### config.mk
export PLATFORM = sky130hd
export DESIGN_NAME = mtra_multiplier
export DESIGN_NICKNAME = d
export VERILOG_FILES = /design/src/rtl/mtra_multiplier.sv
export SDC_FILE = /design/constraint.sdc
export NUM_CORES = 1
export LEC_CHECK = 0
export ABC_AREA = 1
export CORE_ASPECT_RATIO = 1.1
export CORE_MARGIN = 1
export CORE_UTILIZATION = 45
export DETAILED_ROUTE_END_ITERATION = 16
export PLACE_DENSITY_LB_ADDON = 0.15
export REMOVE_ABC_BUFFERS = 1
export SYNTH_ARGS = -nofsm -noshare
export SYNTH_HDL_FRONTEND = slang
export SYNTH_SLANG_ARGS = --single-unit
export TNS_END_PERCENT = 10
### constraint.sdc
create_clock -name clk -period 2.6 [get_ports clk]
set_input_delay 0.26 -clock clk [delete_from_list [all_inputs] [get_ports clk]]
set_output_delay 0.26 -clock clk [all_outputs]
set_load 0.02 [all_outputs]
### src/rtl/mtra_multiplier.sv
// rtl/mtra_multiplier.sv - unsigned repeated-addition multiplier, serial A/B operand load
// Optional sticky overflow flag when MTRA_OVF_EN is defined.
module mtra_multiplier #(
  parameter int WIDTH = 16
) (
  input  logic             clk,
  input  logic             rst_n,
  input  logic             start,
  input  logic [WIDTH-1:0] data_in,
  output logic [WIDTH-1:0] product,
`ifdef MTRA_OVF_EN
  output logic             overflow,
`endif
  output logic             done
);

  typedef enum logic [2:0] {
    S_IDLE   = 3'd0,
    S_LOAD_A = 3'd1,
    S_LOAD_B = 3'd2,
    S_CALC   = 3'd3,
    S_DONE   = 3'd4
  } state_t;

  state_t           r_state;
  state_t           w_next;
  logic [WIDTH-1:0] r_a;
  logic [WIDTH-1:0] r_b;
  logic [WIDTH-1:0] r_p;
  logic             r_done;
  logic             w_b_zero;
  logic [WIDTH-1:0] w_sum;

`ifdef MTRA_OVF_EN
  logic [WIDTH:0]   w_sum_full;
  logic             r_ovf;

  assign w_sum_full = {1'b0, r_p} + {1'b0, r_a};
  assign w_sum      = w_sum_full[WIDTH-1:0];
  assign overflow   = r_ovf;
`else
  assign w_sum      = r_p + r_a;
`endif

  assign w_b_zero = (r_b == '0);
  assign product  = r_p;
  assign done     = r_done;

  always_ff @(posedge clk or negedge rst_n) begin
    if (!rst_n) begin
      r_state <= S_IDLE;
    end else begin
      r_state <= w_next;
    end
  end

  always_comb begin
    w_next = r_state;
    case (r_state)
      S_IDLE:   if (start) w_next = S_LOAD_A;
      S_LOAD_A: w_next = S_LOAD_B;
      S_LOAD_B: w_next = S_CALC;
      S_CALC:   if (w_b_zero) w_next = S_DONE;
      S_DONE:   if (!start) w_next = S_IDLE;
      default:  w_next = S_IDLE;
    endcase
  end

  // done is decoded from the next state so it is high exactly while in DONE
  always_ff @(posedge clk or negedge rst_n) begin
    if (!rst_n) begin
      r_done <= 1'b0;
    end else begin
      r_done <= (w_next == S_DONE);
    end
  end

  always_ff @(posedge clk or negedge rst_n) begin
    if (!rst_n) begin
      r_a <= '0;
      r_b <= '0;
      r_p <= '0;
    end else begin
      case (r_state)
        S_LOAD_A: r_a <= data_in;
        S_LOAD_B: begin
          r_b <= data_in;
          r_p <= '0;
        end
        S_CALC: begin
          if (!w_b_zero) begin
            r_p <= w_sum;
            r_b <= r_b - 1'b1;
          end
        end
        default: ;
      endcase
    end
  end

`ifdef MTRA_OVF_EN
  always_ff @(posedge clk or negedge rst_n) begin
    if (!rst_n) begin
      r_ovf <= 1'b0;
    end else if (r_state == S_LOAD_B) begin
      r_ovf <= 1'b0;
    end else if (r_state == S_CALC && !w_b_zero && w_sum_full[WIDTH]) begin
      r_ovf <= 1'b1;
    end
  end
`endif

endmodule

=== Yosys cells after proc, flatten, opt, wreduce, memory -nomap -nowiden ===
Index checks and enable logic that the tools add are counted.
Widths: inputs -> output; s select.

* Add/subtract/negate cells: 2
* Equal/unequal tests: 6
* Muxes and demuxes: 8
* Reduce and logical (&&, ||, !) cells: 4

{| class="wikitable"
|+ Operators with widths
! operator !! count
|-
| $pmux 16 s2 || 2
|-
| $mux 16 || 2
|-
| $add 16x16->16 || 1
|-
| $logic_not 16->1 || 1
|-
| $sub 16x1->16 const B || 1
|-
| $pmux 3 s5 || 1
|-
| $mux 3 || 3
|-
| $eq 3x2->1 const B || 2
|-
| $eq 3x3->1 const B || 2
|-
| $eq 3x1->1 const B || 1
|-
| $logic_not 3->1 || 1
|-
| $ne 2x2->1 const B || 1
|-
| $reduce_and 2->1 || 1
|-
| $reduce_bool 2->1 || 1
|}

* Register bits: 52
* Input port bits: 19
* Output and inout port bits: 17
* Logic and storage cells: 25

=== Longest topological paths before layout ===
* Word-level depth: 4
* Mapped depth: 11
* Mapped depth without buffers: 11

=== Least setup slack after synthesis ===
Ideal clock, no wire load.

* Path type: reg2reg
* From: register r_p[0], in the netlist product[0]
* To: register r_p[8], in the netlist product[8]
* Setup time: 118 ps
* Arrival: 1711 ps
* Required time: 2482 ps
* Slack: 771 ps
* Stages on the path, launching flop included: 11
* Buffers on the path: 0
* Path through: dfrtp_1 -> ha_1 -> fa_1 -> nand2_1 -> nand2_1 -> and2_1 -> nand2_1 -> nand2_1 -> xor2_1 -> nand2_1 -> nand2_1

* Longest elaborated chain between the ends: 3

{| class="wikitable"
|+ RTL lines
! what !! line !! RTL
|-
| from (decl) || 29 || <nowiki>logic [WIDTH-1:0] r_p;</nowiki>
|-
| from (signal assigned) || 92 || <nowiki>r_p <= w_sum;</nowiki>
|-
| $add 16x16->16 || 42 || <nowiki>assign w_sum = r_p + r_a;</nowiki>
|-
| $mux 16 || 91 || <nowiki>if (!w_b_zero) begin</nowiki>
|-
| $pmux 16 s2 || 84 || <nowiki>case (r_state)</nowiki>
|}

No other way between the ends. The select of a mux whose other input is x is not followed.
A chain may end at the register's enable or synchronous reset.

=== Final worst setup path ===
* From: register r_b[0]
* To: register r_p[2], in the netlist product[2]

* Longest elaborated chain between the ends: 3

{| class="wikitable"
|+ RTL lines
! what !! line !! RTL
|-
| from (decl) || 28 || <nowiki>logic [WIDTH-1:0] r_b;</nowiki>
|-
| from (signal assigned) || 87 || <nowiki>r_b <= data_in;</nowiki>
|-
| from (signal assigned) || 93 || <nowiki>r_b <= r_b - 1'b1;</nowiki>
|-
| $logic_not 16->1 || 45 || <nowiki>assign w_b_zero = (r_b == '0);</nowiki>
|-
| $ne 2x2->1 (no source line) || n/a ||
|-
| $reduce_and 2->1 (no source line) || n/a ||
|}

No other way between the ends.

==> out/metrics.cfg <==
[grt]
antenna_found_initial=0
grt_max_degree=32
grt_use_total_pct=21.8
grt_pass1_vias=2936
grt_util_met1_pct=28.7
gr-usage-met3_pct=2.81
grt_pass1_wl_mm=13.8
busiest_layer=met2
use_met2_pct=38.2
grt-ovfl-total=0

[sta]
slew_headroom_pct=44.9
skew_ps=14.7
finalCritPeriodShare_pct=77.5
max_freq_ghz=0.496
slew_violations=0
rsz0062_at_grt=no
final-hold-violation-count=0
finalSetupViolCount=0
worst_slew_pin_slew_ps=824
min_period_ps=2020
setup_tns_ps=0

[synthesis]
yosysSeqAreaShare_pct=37.5
synth_top_family_by_area=simple AND/OR/NAND/NOR gates
synth_seq_cells=52
synth_cells=487
synth_compound_area_share_pct=8.36
synth_common_cells=184 x nand2_1, 59 x inv_1, 52 x dfrtp_1, 44 x nand3_1, 33 x nor2_1
ys_top_cells_by_area=dfrtp_1 37%, nand2_1 20%, inv_1 6.4%
yosysMostFrequentCell=nand2_1
synthXorXnorAreaFrac_pct=1.01
post_synth_fa_ha_maj_area_fraction_pct=6.34
synth_warnings=0
syn_area_um2=3470
synthMuxAreaShare_pct=2.92
synth-main-ff-cell=dfrtp_1
synth_top_area_cell=dfrtp_1
synth.distinct_cells=33
yosys.area_share.simple_pct=34.6
syn_area_per_cell_um2=7.13
ys_async_sr_fraction_pct=100
synth_edf_count=0
synth_top_area_share_pct=37.5

[route]
drc=0
vias=3074
vias_per_cell=4.88
drt_pass1_iterations=4
ant_nets=0
routedWlPerCell_um=12.6
drtIter0Drc=120
wirelength_mm=7.96

[die]
core_area_um2=7470
io_pins=36
die_h_um=94.1
start_util_pct=46.5
rows=33
die-area_um2=8070
fp.dieW_um=85.8

[clock_tree]
cts_resized=0
clock_latency_ps=310
cts_buffers=5
clock_path_buffers=2
h-tree-depth=2
cts_tree=built
cts_root_buf=clkbuf_8
numClockSinks=52
cts_setup_buffers=0
clk_pin_slew_ps=100

[power_and_ir_drop]
power_leakage_nw=2.06
peakVddDrop_mv=0.436
intPower_mw=2.65
sw_frac_of_total_pct=50.2
p_switching_mw=2.67
pwr-share-clk_pct=8.9
pwr-share-comb_pct=62.3
cellPowerDensity_nw_per_um2=1330
seqPwrFrac_pct=28.8

[setup_path]
cp-start-kind=flop
endpoint_kind=flop
arrival_ps=2210
crit_type=flop to flop
crit_fanout=31
cp.required_ps=2800

[worst_hold_path]
hp-class=input pin to asynchronous set/reset pin

[job]
drv_cap=0

[layout]
fin_nets=560
area_growth_pct=15.1
drive_above_1_share_pct=8.38
fillers=741
instances_no_fill=630
n_antenna_cell=0
fin_area_um2=4000

[outcome]
status=finished, final reports clean

[placement]
numPlacedInstances=621
gp_congestion=0.873
place_area_um2=3900
hpwl_mm=6.04
port_buffers=35

## layout make-up
cell class	count	area, um2	share of cell area [%]
multi-input cells	362	1850	46.2
flip-flops and latches	52	1300	32.6
repair buffers	40	385	9.65
inverters	63	241	6.04
well taps	105	131	3.29
clock buffers	6	72.6	1.82
clock inverters	2	16.3	0.407
## repair_timing
action | 4_1_cts | 5_1_grt
setup endpoints to repair | 0 | 0
hold buffers | 1 | 0
endpoints found under the hold margin | 23 | 0
## stage by stage
stage / hold WS [ps] / total power, mW / setup slack, ps / utilization, %
detailed placement: 300 / 4.88 / 599 / 52.1
floorplan: -35.6 / 3.96 / 568 / -
global placement: 295 / 4.78 / 649 / 52.1
finish: 468 / 5.32 / 584 / 53.5
CTS: 495 / 5.37 / 573 / 53.5
global route: 530 / 5.92 / 414 / 53.5
## placed cells by master, fill, tap and decap left out, drive strengths merged, types with 4 or more instances in the layout
master | synthesis | routed
buf | 8 | 5
ha | 16 | 16
clkdlybuf4s50 | 0 | 34
clkinv | 3 | 4
nand3 | 45 | 45
a21oi | 10 | 10
nor2 | 37 | 37
dfrtp | 52 | 52
clkbuf | 2 | 6
nand2 | 187 | 187
mux2 | 9 | 9
o211ai | 4 | 4
nor3 | 5 | 5
nand3b | 6 | 6
inv | 60 | 60
o21ai | 33 | 33
## state kept, by name (all words and copies together), names as in the netlist
name and cells:
r_b 16, product 16, done 1, r_state 3, r_a 16
## power groups by stage
stage	logic, mW	registers [mW]	clock network [mW]
global route	3.81	1.59	0.523
finish	3.31	1.53	0.472
global placement	3.25	1.53	0
floorplan	2.39	1.56	0
CTS	3.34	1.53	0.498
detailed placement	3.34	1.54	0
## worst max-delay path, stage by stage, from the launching register on
cell      delay (ps)
dfrtp_1          350
inv_1             70
ha_1             280
nand2_2          150
nor2_4            50
nand2_1           90
nand2_2           80
nand2_4          270
clkinv_4         320
nand2_1          160
o21ai_2           60
## cell families (layout without fill, tap and decap cells)
group | count (synthesis) | after routing
AOI/OAI and AO/OA | 47 | 47
xor gates and xnor gates | 4 | 4
adders and majority gates | 17 | 17
buffers and inverters | 73 | 111
DFF | 52 | 52
muxes | 9 | 9
and+or+nand+nor | 285 | 285
## metal layers
layer | share of wire (%) | vias to the layer above
met4 | 0.93 | 0
met5 | 0 | -
met3 | 2.1 | 5
met1 | 49 | 1428
met2 | 48 | 29
li1 | - | 1612
## final timing paths
| kind | startpoint | end | slack (ps) | cells past startpoint |
|---|---|---|---|---|
| setup / recovery | r_b[0] | product[2] | 580 | 10 |
| hold / removal | rst_n | product[9] | 470 | 2 |
| setup reg to reg | r_b[0] | product[2] | 580 | 10 |
| hold reg to reg | r_a[7] | r_a[7] | 510 | 2 |
| max in group asynchronous | rst_n | r_a[9] | 1480 | 3 |
| min in group clk | r_a[7] | r_a[7] | 510 | 2 |
Note: power is estimated with default switching activity, not from simulation.
